### src/rtl/uart_block_tx.sv
// uart_block_tx: serialises one 8*BLOCK_BYTES-bit block as BLOCK_BYTES
// consecutive UART frames on tx, most-significant byte first, LSB first
// within each byte. The frame is 8N1 by default.
// Optional feature: define UART_TX_PARITY_EN to insert an even-parity bit
// between the data bits and the stop bit (11-bit frames).
// DIV = CLK_HZ/BAUD (truncated) must be at least 2.
module uart_block_tx #(
    parameter int CLK_HZ      = 100_000_000,
    parameter int BAUD        = 9600,
    parameter int BLOCK_BYTES = 8
) (
    input  logic                           clk_100MHz,
    input  logic                           reset,
    input  logic                           start,
    input  logic [8*BLOCK_BYTES-1:0]       block_in,
    output logic                           tx,
    output logic                           busy,
    output logic                           done,
    output logic [$clog2(BLOCK_BYTES)-1:0] byte_idx
);

    localparam int W        = 8 * BLOCK_BYTES;
    localparam int DIV      = CLK_HZ / BAUD;
    localparam int CNT_W    = $clog2(DIV);
    localparam int IDX_W    = $clog2(BLOCK_BYTES);

    typedef enum logic [2:0] {
        IDLE   = 3'd0,
        START  = 3'd1,
        DATA   = 3'd2,
        PARITY = 3'd3,
        STOP   = 3'd4
    } state_t;

    state_t             state;
    state_t             state_next;
    logic [CNT_W-1:0]   cnt;
    logic [2:0]         bit_cnt;
    logic [W-1:0]       block;     // bytes still waiting, next one at the top
    logic [7:0]         byte_sh;   // byte on the line, current bit in [0]
`ifdef UART_TX_PARITY_EN
    logic               par;       // even parity of the byte on the line
`endif
    logic               tick;
    logic               last;

    assign tick = (cnt == CNT_W'(DIV - 1));
    assign last = (byte_idx == IDX_W'(BLOCK_BYTES - 1));
    assign busy = (state != IDLE);

    // State register; reset aborts any frame in flight immediately.
    always_ff @(posedge clk_100MHz or posedge reset) begin
        if (reset) state <= IDLE;
        else       state <= state_next;
    end

    // Next-state logic: every non-idle state lasts whole bit periods.
    always_comb begin
        state_next = state;
        case (state)
            IDLE:    if (start) state_next = START;
            START:   if (tick) state_next = DATA;
            DATA:    if (tick && bit_cnt == 3'd7) begin
`ifdef UART_TX_PARITY_EN
                         state_next = PARITY;
`else
                         state_next = STOP;
`endif
                     end
            PARITY:  if (tick) state_next = STOP;
            STOP:    if (tick) state_next = last ? IDLE : START;
            default: state_next = IDLE;
        endcase
    end

    // Line level decoded from the state; idle and stop both drive mark (1).
    always_comb begin
        tx = 1'b1;
        case (state)
            START:   tx = 1'b0;
            DATA:    tx = byte_sh[0];
`ifdef UART_TX_PARITY_EN
            PARITY:  tx = par;
`endif
            default: tx = 1'b1;
        endcase
    end

    // Baud counter, bit/byte sequencing, block capture and done pulse.
    always_ff @(posedge clk_100MHz or posedge reset) begin
        if (reset) begin
            cnt      <= '0;
            bit_cnt  <= '0;
            block    <= '0;
            byte_sh  <= '0;
            byte_idx <= '0;
            done     <= 1'b0;
`ifdef UART_TX_PARITY_EN
            par      <= 1'b0;
`endif
        end else begin
            done <= 1'b0;
            if (state == IDLE) begin
                cnt     <= '0;
                bit_cnt <= '0;
                if (start) begin
                    // block_in is only looked at on this accepting edge
                    byte_sh  <= block_in[W-1 -: 8];
                    block    <= {block_in[W-9:0], 8'h00};
                    byte_idx <= '0;
`ifdef UART_TX_PARITY_EN
                    par      <= ^block_in[W-1 -: 8];
`endif
                end
            end else begin
                cnt <= tick ? '0 : cnt + CNT_W'(1);
                if (tick && state == DATA) begin
                    byte_sh <= byte_sh >> 1;
                    bit_cnt <= bit_cnt + 3'd1;
                end
                if (tick && state == STOP) begin
                    if (last) begin
                        done     <= 1'b1;
                        byte_idx <= '0;
                    end else begin
                        // next frame starts with no idle gap
                        byte_idx <= byte_idx + IDX_W'(1);
                        byte_sh  <= block[W-1 -: 8];
                        block    <= {block[W-9:0], 8'h00};
`ifdef UART_TX_PARITY_EN
                        par      <= ^block[W-1 -: 8];
`endif
                    end
                end
            end
        end
    end

endmodule

### config.mk
export PLATFORM = sky130hd
export DESIGN_NAME = uart_block_tx
export DESIGN_NICKNAME = d
export VERILOG_FILES = /design/src/rtl/uart_block_tx.sv
export SDC_FILE = /design/constraint.sdc
export NUM_CORES = 1
export LEC_CHECK = 0
export ABC_AREA = 1
export BUFFER_PORTS_ARGS = -buffer_cell sky130_fd_sc_hd__buf_2
export CAP_MARGIN = 20
export CORE_MARGIN = 2
export CORE_UTILIZATION = 56
export CTS_CLUSTER_DIAMETER = 120
export DETAILED_ROUTE_END_ITERATION = 16
export PLACE_DENSITY = 0.87
export SLEW_MARGIN = 20
export SYNTH_ARGS = -nofsm -noshare
export SYNTH_HDL_FRONTEND = slang
export SYNTH_SLANG_ARGS = --single-unit
### constraint.sdc
create_clock -name clk_100MHz -period 4.2 [get_ports clk_100MHz]
set_input_delay 1.05 -clock clk_100MHz [delete_from_list [all_inputs] [get_ports clk_100MHz]]
set_output_delay 1.05 -clock clk_100MHz [all_outputs]
set_load 0.02 [all_outputs]
==> impl_metrics.ini <==
[synth]
ys_types = 30
yosys.area_share.simple_pct = 31.01
synth_xor_area_share_pct = 0.8025
synthCells = 552
synthMuxAreaShare_pct = 0
ys_ff_latch = 88
syn_avg_cell_area_um2 = 7.908
syn-num-nets = 624
synth_top_family_by_area = simple AND/OR/NAND/NOR gates
synth-adder-area-share_pct = 1.433
synth_compound_area_share_pct = 10.00
netlist_area_um2 = 4365
ys_warn_count = 0
seq_area_frac_synth_pct = 50.44

[final_layout]
design_area_um2 = 4951
regArea_um2 = 2202
finalNetCount = 688
multi_input_area_um2 = 1891
drive_above_1_share_pct = 20.16
synthToLayoutAreaGrowth_pct = 13.41
fillers = 646
n_antenna_cell = 0

[worst_setup_path]
startpoint = byte_idx[0]$_DFFE_PP0P_
r2r_start = byte_idx[0]$_DFFE_PP0P_
arrival_ns = 2.86
path_buf_inv = 1
ff2ff_setup_slack_ns = 1.63
crit_slowest_cell = nand2_2
critPathCaptureType = flip-flop
rr_worst_depth = 8
cpPeakStageDelay_ns = 0.49
required_ns = 4.48
path_max_fanout = 37
cp_cell_sequence = ha_1 -> ha_1 -> nor2_2 -> nand3_2 -> nand2_2 -> buf_4 -> nor2_1 -> a31oi_1
worst_path_most_repeated_cell = ha_1
crit_family = simple AND/OR/NAND/NOR gates
critPathLaunchType = flip-flop
r2r-end = block[40]$_DFFE_PP0P_
criticalPathCategory = reg2reg

[cts]
clk_latency_ns = 0.37
cts_resized = 0
cts_tree = yes
cts_setup_buffers = 0
cts-htree-levels = 3
ctsHoldBuffers = 0
cts_sinks = 88
clk_transition_reported_paths_ns = 0.10
cts_inserted_buffers = 9
clockBufferDepth = 2
cts-root-buf = clkbuf_8

[timing]
hold_viol = 0
fmax_mhz = 388.9
rsz0062_at_grt = false
tns_ns = 0
worst_slew_pin_slew_ns = 0.7068
finalSetupViolCount = 0
skew_ns = 0.01354
fin_crit_sh_pct = 61.23
fin_crit_ns = 2.572
relSlewSlack_pct = 52.83
slew_violations = 0

[hold_path]
whs_path_depth = 1
hold_path_end = cnt[0]$_DFF_PP0_
hold_start = cnt[0]$_DFF_PP0_
hp-class = reg2reg

[routing]
avgRoutedWirePerCell_um = 13.95
viasPerCell = 5.436
drtAntennaViolNets = 0
drt-initial-drc-count = 276
drt-total-wl_um = 10070
vias = 3925
first_pass_iters = 5
drc_errors = 0

[floorplan]
core_area_um2 = 7647
row_count = 32
start_util_pct = 57.08
die_area_um2 = 8517
pin_count = 73
die_w_um = 92.29
die_y_um = 92.29

[status]
status = finished, final reports clean

[power]
ir_drop_uv = 471.3
p_leak_nw = 2.428
power_density_nw_per_um2 = 660.3

[placed_design]
dpl.hpwl_um = 7170
io_buffer_count = 72
globalplace.congestion = 0.9699
dpl-instance-area_um2 = 4758

[global_routing]
grt_pass1_wl_um = 16540
antenna_found_initial = 0
first_global_vias = 3615
grt_use_total_pct = 24.58
grt_max_degree = 70
gr-total-overflow = 0

[flow_run]
cap_violations = 0
-- per-layer routing --
layer  wire [um]  track usage [%]  up-vias
met2        5018            40.26      152
met4         155            6.592        0
met1        4238            33.11     1830
met3         663            5.940       14
met5           0                0        -
li1            -                -     1929
-- cell type report --
cell class | count | share of cell area (%)
clock buffers | 9 | 2.502
clock inverters | 6 | 1.390
inverters | 35 | 2.679
multi-input cells | 404 | 38.19
flip-flops and latches | 88 | 44.48
well taps | 102 | 2.578
repair buffers | 78 | 8.188
-- power breakdown --
| part | switching (mW) | total (mW) | internal, mW | leakage, nW |
|---|---|---|---|---|
| Sequential | 0.191 | 1.37 | 1.18 | 1.04 |
| Clock | 0.311 | 0.587 | 0.276 | 0.0961 |
| Combinational | 0.871 | 1.31 | 0.443 | 1.29 |
-- worst register-to-register path: cells and delay by family (launching register included) --
kind                     cells  cell delay [ns]
flip-flops                   1             0.42
adder cells (fa/ha/maj)      2             0.46
AO/OA/AOI/OAI                1             0.19
AND/OR/NAND/NOR              4             1.00
buffers and inverters        1             0.44
-- sequential cells by signal (all words and copies together) (netlist names) --
register,cells
bit_cnt,3
block,56
byte_idx,3
byte_sh,8
cnt,14
done,1
state,3
-- placed cells by master, fill, tap and decap left out, types with 2 or more instances in the layout --
cell type and n:
dfrtp_1 88, inv_6 2, a21oi_1 8, nor2_2 9
nand2_2 5, inv_1 25, nor3_1 4, nor3_2 2
nand4_1 6, a31oi_1 48, buf_4 6, ha_1 5
nand3_2 2, nor2_1 84, nand2_1 174, nand3_1 32
o21ai_0 12, xor2_1 4, inv_2 9, clkinv_2 2
clkbuf_8 9, buf_2 72
-- cells by family after synthesis --
kind of cell               after synthesis
AOI/OAI and AO/OA                       72
xor gates and xnor gates                 4
adders and majority gates                5
buffers and inverters                   60
DFF                                     88
and+or+nand+nor                        323
-- worst max-delay path by stage --
| stage | endpoint | slack (ns) | depth (start not counted) |
|---|---|---|---|
| 2_1_floorplan | bit_cnt[0]$_DFFE_PP0P_ | 0.87 | 1 |
| 3_3_place_gp | block[46]$_DFFE_PP0P_ | 1.73 | 6 |
| 3_5_place_dp | block[40]$_DFFE_PP0P_ | 1.62 | 6 |
| 4_1_cts | block[40]$_DFFE_PP0P_ | 1.65 | 8 |
| 5_1_grt | block[40]$_DFFE_PP0P_ | 1.44 | 8 |
| 6_report | block[40]$_DFFE_PP0P_ | 1.63 | 8 |
-- Yosys cell counts, drive strengths merged --
master | instances | area (um2)
a21oi | 9 | 56.31
a31oi | 48 | 300.3
and2 | 1 | 6.260
buf | 17 | 113.9
clkbuf | 8 | 30.03
dfrtp | 88 | 2202
ha | 5 | 62.56
inv | 35 | 131.4
nand2 | 180 | 693.2
nand3 | 34 | 180.2
nand4 | 6 | 37.54
nor2 | 94 | 382.9
nor3 | 6 | 40.04
nor3b | 1 | 7.510
o211ai | 1 | 7.510
o21ai | 13 | 65.06
o31ai | 1 | 7.510
or2 | 1 | 6.260
xor2 | 4 | 35.03
-- through the flow --
stage	hold WS [ns]	setup slack, ns	total power [mW]	instances	util (%)
floorplan	0.4306	0.8714	2.394	552	-
global placement	0.4451	1.731	2.623	707	62.22
detailed placement	0.4607	1.617	2.690	707	62.22
CTS	0.4724	1.650	3.284	722	64.74
global route	0.4930	1.445	3.538	722	64.74
finish	0.4709	1.628	3.269	722	64.74
(Power assumes the default switching activity.)
